===== config.mk =====
export PLATFORM = sky130hd
export DESIGN_NAME = shiftreg_univ_flat
export DESIGN_NICKNAME = d
export VERILOG_FILES = /design/src/rtl/shiftreg_univ_if.sv /design/src/rtl/shiftreg_univ.sv /design/src/flat_wrapper.sv
export SDC_FILE = /design/constraint.sdc
export NUM_CORES = 1
export LEC_CHECK = 0
export CAP_MARGIN = 30
export CORE_MARGIN = 2
export CORE_UTILIZATION = 47
export DETAILED_ROUTE_END_ITERATION = 8
export PLACE_DENSITY = 0.85
export SETUP_SLACK_MARGIN = 0.02
export SLEW_MARGIN = 25
export SYNTH_ARGS = -nofsm -noshare
export SYNTH_HDL_FRONTEND = slang
export SYNTH_SLANG_ARGS = --single-unit

===== constraint.sdc =====
create_clock -name CLK -period 2.2 [get_ports CLK]
set_input_delay 0.55 -clock CLK [delete_from_list [all_inputs] [get_ports CLK]]
set_output_delay 0.55 -clock CLK [all_outputs]
set_load 0.05 [all_outputs]

===== src/rtl/shiftreg_univ_if.sv =====
// Operation, data and status signals of the universal shift register.
// The master drives operations; the slave is the register itself.
interface shiftreg_univ_if #(
  parameter int WIDTH = 8,
  parameter int CW    = $clog2(WIDTH + 1)
);
  logic             SET;
  logic             EN;
  logic [2:0]       MODE;
  logic [WIDTH-1:0] D;
  logic             SI;
  logic             START;
  logic [CW-1:0]    COUNT;
  logic [WIDTH-1:0] Q;
  logic             SO;
  logic             BUSY;
  logic             DONE;

  modport master (
    output SET, EN, MODE, D, SI, START, COUNT,
    input  Q, SO, BUSY, DONE
  );

  modport slave (
    input  SET, EN, MODE, D, SI, START, COUNT,
    output Q, SO, BUSY, DONE
  );
endinterface


===== src/rtl/shiftreg_univ.sv =====
// Universal shift register: parallel load, shift, rotate, clear and invert,
// plus a burst engine that runs up to WIDTH shifts/rotates on its own.
module shiftreg_univ #(
  parameter int               WIDTH       = 8,
  parameter logic [WIDTH-1:0] RESET_VALUE = '0,
  parameter int               CW          = $clog2(WIDTH + 1)
) (
  input logic            CLK,
  input logic            RESET,
  shiftreg_univ_if.slave bus
);

  typedef enum logic {IDLE, BURST} state_t;

  localparam logic [CW-1:0] CNT_MAX = CW'(WIDTH);

  state_t           state;
  logic [WIDTH-1:0] q;
  logic             busy;
  logic             done;
  logic [2:0]       burst_mode;
  logic [CW-1:0]    remaining;
  logic [CW-1:0]    count_sat;
  logic [2:0]       eff_mode;
  logic             so;

  function automatic logic [WIDTH-1:0] apply_op(input logic [2:0]       mode,
                                                 input logic [WIDTH-1:0] cur,
                                                 input logic             si,
                                                 input logic [WIDTH-1:0] d);
    logic [WIDTH-1:0] r;
    r = cur;
    case (mode)
      3'b001:  r = {cur[WIDTH-2:0], si};
      3'b010:  r = {si, cur[WIDTH-1:1]};
      3'b011:  r = {cur[WIDTH-2:0], cur[WIDTH-1]};
      3'b100:  r = {cur[0], cur[WIDTH-1:1]};
      3'b101:  r = d;
      3'b110:  r = '0;
      3'b111:  r = ~cur;
      default: r = cur;
    endcase
    return r;
  endfunction

  function automatic logic is_shift(input logic [2:0] mode);
    return (mode >= 3'b001) && (mode <= 3'b100);
  endfunction

  always_comb begin
    count_sat = (bus.COUNT > CNT_MAX) ? CNT_MAX : bus.COUNT;
  end

  // SO follows the latched burst mode while bursting so MODE changes cannot glitch it
  always_comb begin
    eff_mode = (state == BURST) ? burst_mode : bus.MODE;
    case (eff_mode)
      3'b001, 3'b011: so = q[WIDTH-1];
      3'b010, 3'b100: so = q[0];
      default:        so = 1'b0;
    endcase
  end

  always_ff @(posedge CLK) begin
    if (RESET) begin
      q         <= RESET_VALUE;
      state     <= IDLE;
      busy      <= 1'b0;
      done      <= 1'b0;
      remaining <= '0;
    end else if (bus.SET) begin
      q     <= '1;
      state <= IDLE;
      busy  <= 1'b0;
      done  <= 1'b0;
    end else begin
      done <= 1'b0;
      case (state)
        BURST: begin
          q <= apply_op(burst_mode, q, bus.SI, bus.D);
          if (remaining == CW'(1)) begin
            state <= IDLE;
            busy  <= 1'b0;
            done  <= 1'b1;
          end else begin
            remaining <= remaining - CW'(1);
          end
        end
        default: begin
          if (bus.START && is_shift(bus.MODE)) begin
            if (count_sat == '0) begin
              done <= 1'b1;
            end else begin
              // First shift of the burst lands on the START edge; remaining excludes it
              q          <= apply_op(bus.MODE, q, bus.SI, bus.D);
              burst_mode <= bus.MODE;
              if (count_sat == CW'(1)) begin
                done <= 1'b1;
              end else begin
                state     <= BURST;
                busy      <= 1'b1;
                remaining <= count_sat - CW'(1);
              end
            end
          end else if (bus.EN) begin
            q <= apply_op(bus.MODE, q, bus.SI, bus.D);
          end
        end
      endcase
    end
  end

  assign bus.Q    = q;
  assign bus.SO   = so;
  assign bus.BUSY = busy;
  assign bus.DONE = done;

endmodule

===== src/flat_wrapper.sv =====
// flat-port wrapper written by rule: the top's interface ports become plain ports
module shiftreg_univ_flat 
#(
  parameter int               WIDTH       = 8,
  parameter logic [WIDTH-1:0] RESET_VALUE = '0,
  parameter int               CW          = $clog2(WIDTH + 1)
)
  (CLK, RESET, bus_SET, bus_EN, bus_MODE, bus_D, bus_SI, bus_START, bus_COUNT, bus_Q, bus_SO, bus_BUSY, bus_DONE);
  shiftreg_univ_if #(.WIDTH(WIDTH), .CW(CW)) bus_i ();
  input logic CLK;
  input logic RESET;
  input wire logic [$bits(bus_i.SET)-1:0] bus_SET;
  input wire logic [$bits(bus_i.EN)-1:0] bus_EN;
  input wire logic [$bits(bus_i.MODE)-1:0] bus_MODE;
  input wire logic [$bits(bus_i.D)-1:0] bus_D;
  input wire logic [$bits(bus_i.SI)-1:0] bus_SI;
  input wire logic [$bits(bus_i.START)-1:0] bus_START;
  input wire logic [$bits(bus_i.COUNT)-1:0] bus_COUNT;
  output wire logic [$bits(bus_i.Q)-1:0] bus_Q;
  output wire logic [$bits(bus_i.SO)-1:0] bus_SO;
  output wire logic [$bits(bus_i.BUSY)-1:0] bus_BUSY;
  output wire logic [$bits(bus_i.DONE)-1:0] bus_DONE;
  assign bus_i.SET = bus_SET;
  assign bus_i.EN = bus_EN;
  assign bus_i.MODE = bus_MODE;
  assign bus_i.D = bus_D;
  assign bus_i.SI = bus_SI;
  assign bus_i.START = bus_START;
  assign bus_i.COUNT = bus_COUNT;
  assign bus_Q = bus_i.Q;
  assign bus_SO = bus_i.SO;
  assign bus_BUSY = bus_i.BUSY;
  assign bus_DONE = bus_i.DONE;
  shiftreg_univ #(.WIDTH(WIDTH), .RESET_VALUE(RESET_VALUE), .CW(CW)) u_core (.CLK(CLK), .RESET(RESET), .bus(bus_i));
endmodule

==> results of run 1 <==
## cell families (layout without fill, tap and decap cells)
kind of cell,count (synthesis),in the layout
AO/OA/AOI/OAI,65,65
XOR/XNOR,4,4
adder cells (fa/ha/maj),5,5
buffers and inverters,30,81
flip-flops,18,18
multiplexers,17,17
AND/OR/NAND/NOR,51,51
## critical path: stages
cell,delay (ps)
clkdlybuf4s15_2,230
or3_1,390
o31ai_2,80
a22o_4,180
buf_12,130
## cell usage after synthesis (all sizes together) (4+ instances only)
master	count
dfxtp	15
ha	5
nand2	11
a221oi	10
o21ai	5
nor3	4
a31oi	5
o31ai	8
clkbuf	7
buf	7
inv	15
mux2i	14
a32oi	4
a21oi	8
a21o	4
nand2b	5
nor2	12
## power groups by stage
stage	Sequential, uW	Clock, uW	Combinational [uW]
2_1_floorplan	458	0	203
3_3_place_gp	402	0	420
3_5_place_dp	403	0	426
4_1_cts	396	214	444
5_1_grt	403	227	490
6_report	398	210	457
## per-stage QoR
step / setup slack (ps) / hold WS (ps) / total power, uW / util
floorplan: 55.59 / 481.2 / 661.6 / -
global placement: -478.3 / 498.7 / 822.3 / 0.6427
CTS: 19.83 / 531.9 / 1053 / 0.6728
detailed placement: -560.0 / 511.9 / 828.3 / 0.6427
global route: 16.72 / 563.7 / 1119 / 0.6891
finish: 83.63 / 534.9 / 1064 / 0.6891
## metal layers
layer  track usage  routed length, um  share of wire
met4       0.07500                 63          0.014
met2        0.3981               2234           0.49
met3       0.02536                293          0.064
met1        0.3157               2002           0.44
met5             0                  0              0
## worst max path at each step
| stage | start | endpoint | cells past startpoint | slack, ps |
|---|---|---|---|---|
| floorplan | bus_COUNT[3] | u_core.bus.Q[0] | 6 | 60 |
| global placement | bus_COUNT[3] | u_core.bus.Q[0] | 7 | -480 |
| detailed placement | bus_COUNT[3] | u_core.bus.Q[2] | 8 | -560 |
| CTS | u_core.bus.Q[4] | bus_Q[4] | 1 | 20 |
| global route | bus_MODE[1] | bus_SO | 5 | 20 |
| finish | bus_MODE[2] | bus_SO | 5 | 80 |
## layout make-up
| class | count | area (um^2) |
|---|---|---|
| Inverter | 16 | 60.06 |
| Fill cell | 262 | 1021 |
| Timing Repair Buffer | 61 | 551.8 |
| Sequential cell | 18 | 391.6 |
| Clock buffer | 4 | 36.28 |
| Multi-Input combinational cell | 142 | 1166 |
| Tap cell | 46 | 57.56 |
## state kept, by name, indices dropped and copies added, names as in the netlist
| signal | flops |
|---|---|
| u_core.burst_mode | 3 |
| u_core.bus.BUSY | 1 |
| u_core.bus.DONE | 1 |
| u_core.bus.Q | 8 |
| u_core.remaining | 4 |
| u_core.state | 1 |
## timing repair
item                                    CTS  global route
hold buffers                              0             0
cloned                                    0             0
gates resized for setup                  18            14
endpoints found under the setup margin   11            17
pin swaps                                 5             2
setup buffers                             1             0
==> metrics.txt, run 1 <==
Synth area leader=dfxtp_1; pwr/cell area=470.2 mW/mm^2; WP data required=1650 ps; Slew @ Worst Pin=708.2 ps; clock sinks=18; status=completed; ranking of synthesized cells by area=dfxtp_1 19%, mux2i_1 8.8%, edfxtp_1 5.7%; drt pass-1 iters=4; Int Power=671.1 uW; All-Layer GR Usage=0.2356; Post-Route Skew=0.7370 ps; Setup crit end kind=output port; WP data arrival=1570 ps; Placed Cells=282; fin. max-slew vios=0; worst min path class=register to register; layout cells sized above 1=0.2448; Synth Register Bits=18; warnings from Yosys=0; maximum vdd drop=0.0003446 V; initial antenna violation count=0; Setup CP Type=input port to output port; DRC Markers=0; Die Area=0.003871 mm^2; WL final=4594 um; reg2reg start=u_core.burst_mode[1]; IO Count=32; RSZ-0062 raised after global routing=false; R2R depth=5; Syn Inst Count=190; Final #Nets=268; FMAX=0.4725 GHz; crit path max fanout=5; largest family of logic cells by synthesized area=compound AO/OA/AOI/OAI gates; LEAKAGE=0.0009788 uW; core area=0.003284 mm^2; Max clock buf depth=2; post-DP HPWL=3151 um; Iteration-0 DRC Markers=128; Final Cycle Share=0.9620; setup slack, reg-to-reg=340 ps; Synthesized Nets=216; hold path start=u_core.remaining[3]; largest net degree at the start of global routing=16; r2r endpoint=u_core.bus.Q[4]; post-layout minimum cycle time=2116 ps; Die Wd=62.22 um; H-Tree Level Count=1; commonest non-fill, non-tap cell in the layout=buf_4; Seq/Total Area, Yosys=0.2451; most frequent cells in the layout=31 x buf_4, 18 x clkdlybuf4s50_1, 15 x inv_1, 14 x mux2i_1, 14 x dfxtp_1; vias=1717; Post-Syn Area per Cell=8.383 um^2; XOR/XNOR Fraction of Synth Area=0.02200; # port buffers=31; Initial Utilization=0.4850; first-pass GRT wire length=7514 um; Post-Synth Simple-Gate Area=0.1720; Synth Area in Adders=0.03928; sequential share of power=0.374; Netlist cell types=51; Area after DPL=0.002111 mm^2; Synth Area in Compound Gates=0.3268; Slew HR=0.5242; CTS tree=done; worst hold endpoint=u_core.remaining[3]; clock latency on the worst-skew pair=290 ps; Logic pwr share=0.429; post-DR wirelength/cell=16.01 um; sw power=393.0 uW; final hold vios=0; diode count=0; GR Overflow Total=0; proportion of synthesized area in mux cells=0.1092; EDFF count, synth=3; clk slew on worst S/H paths=110 ps; Die Y=62.22 um; final instance area=0.002263 mm^2; final setup vio count=0; Fin Setup TNS=0 ps; CTS buffer count=3; cell row count=21; vias in the first global route=1633; Critical Path Start Type=input port; DRT antenna net count=0; Vias/cell=5.983; switching portion of total power=0.3693; Yosys top cell area share=0.1885; ys async rst share=0; MaxCap Viol Count=0; synthesized cell area=0.001593 mm^2; Area growth syn-to-layout=42.11%; clock power share=0.197; clock root cell=clkbuf_4; Post-synth top flop=dfxtp_1; Hold Crit Depth=2; non-filler instance count after layout=287; RD Place Congestion=0.9488
Power figures use the tool's default switching activity.
==> inputs of run 2 (changes only) <==
CTS_CLUSTER_SIZE = 8   (was default)
==> results of run 2 <==
Final layout, timing and power as in run 1 (identical DEF).
==> inputs of run 3 (changes only) <==
CORE_MARGIN = default   (was 2)
==> run 3 against run 2 <==
Compared with the run above:
- register-to-register slack gained 100 ps
- fmax shrank 0.20%
- sequential share of layout area grew 0.087 points
- non-clock buffer count down 1
- die area is 6.3% lower
- critical endpoint is now bus_Q[3]
- largest cell class unchanged
==> metrics.txt, run 3 (same netlist as run 1, synthesis figures left out) <==
DRC Markers=0; post-route total power=1069 uW; clk slew on worst S/H paths=110 ps; pwr/cell area=474.8 mW/mm^2; cell row count=20; status=completed; Iteration-0 DRC Markers=137; CTS buffer count=3; vias in the first global route=1730; slowest cell on the critical path=clkdlybuf4s50_1; LEAKAGE=0.0009621 uW; H-Tree Level Count=1; drt pass-1 iters=4; area occupied by multi-input gates=0.001164 mm^2; worst path bufs/invs=1; clock root cell=clkbuf_4; largest net degree at the start of global routing=19; Placed Cells=278; Area after DPL=0.002093 mm^2; maximum vdd drop=0.0002289 V; final hold vios=0; MaxCap Viol Count=0; Final #Nets=267; kind of cell adding the most delay to the critical path=buffers and inverters; RSZ-0062 raised after global routing=true; post-DP HPWL=3429 um; Setup CP Type=register to output port; clock latency on the worst-skew pair=300 ps; clock sinks=18; final core occ=0.7200; Vias/cell=6.320; delay of the slowest critical-path stage=840 ps; Storage cell area=391.6 um^2; Initial Utilization=0.5092; Slew @ Worst Pin=532.9 ps; layout cells sized above 1=0.2583; core area=0.003128 mm^2; crit path max fanout=5; Largest register FFs=8; IO Count=32; Slew HR=0.6420; initial antenna violation count=0; Fillers=212; worst min path class=register to register; Post-Route Skew=1.809 ps; fin. max-slew vios=0; most frequent cells in the layout=29 x buf_4, 18 x clkdlybuf4s50_1, 15 x inv_1, 14 x mux2i_1, 14 x dfxtp_1; commonest non-fill, non-tap cell in the layout=buf_4; worst-path cell chain=clkdlybuf4s50_1; Die Wd=60.22 um; non-filler instance count after layout=284; # port buffers=31; first-pass GRT wire length=8066 um; Final Cycle Share=0.9639; WP data arrival=1570 ps; vias=1795; Hold Slack=550.6 ps; CTS tree=done; final instance area=0.002252 mm^2; GR Overflow Total=0; Max clock buf depth=2; diode count=0; Critical Path Start Type=register; Area growth syn-to-layout=41.40%; DRT antenna net count=0; RD Place Congestion=0.8634; WP data required=1650 ps; Setup crit end kind=output port; Die Area=0.003626 mm^2; WL final=4974 um; final setup vio count=0; post-DR wirelength/cell=17.51 um; All-Layer GR Usage=0.2958; post-layout minimum cycle time=2121 ps; FMAX=0.4716 GHz; Die Y=60.22 um
-- run 3: power breakdown --
part           switching, uW  internal (uW)  total (uW)  leakage [uW]
combinational            251            209         460      0.000789
sequential              40.0            359         399      0.000152
clock                    109            101         210     0.0000210
total                    400            669        1070      0.000962
-- run 3: repair_timing --
item	4_1_cts	5_1_grt
gates resized for setup	24	11
pin swaps	5	3
buffers inserted	1	1
setup endpoints to repair	13	8
hold buffers	0	0
-- run 3: worst paths after layout --
check / cells past startpoint / slack, ps / endpoint / from
worst max register to register: 5 / 440 / u_core.bus.Q[7] / u_core.burst_mode[1]
worst min register to register: 2 / 550 / u_core.remaining[0] / u_core.remaining[0]
worst max-delay path: 1 / 80 / bus_Q[3] / u_core.bus.Q[3]
worst min-delay path: 2 / 550 / u_core.remaining[0] / u_core.remaining[0]
-- run 3: final cells by class --
cell class,instances,area share
timing repair buffer,60,0.2422
sequential,18,0.1739
tap,44,0.02444
multi-input combinational,142,0.5167
clock buffer,4,0.01611
inverter,16,0.02667
-- run 3: stage by stage --
| step | worst slack (ps) | setup TNS [ps] |
|---|---|---|
| 6_report | 79.44 | 0 |
| 4_1_cts | 32.71 | 0 |
| 5_1_grt | 12.28 | 0 |
| 2_1_floorplan | 55.59 | 0 |
| 3_3_place_gp | -485.0 | -5485 |
| 3_5_place_dp | -602.4 | -6997 |
-- run 3: metal layers --
layer  share of wire  vias to the layer above  track usage
met5               0                        -            0
met4           0.026                        0       0.1196
met3           0.084                       18      0.03030
met2            0.49                      114       0.4772
met1            0.40                      836       0.3997
li1                -                      827            -
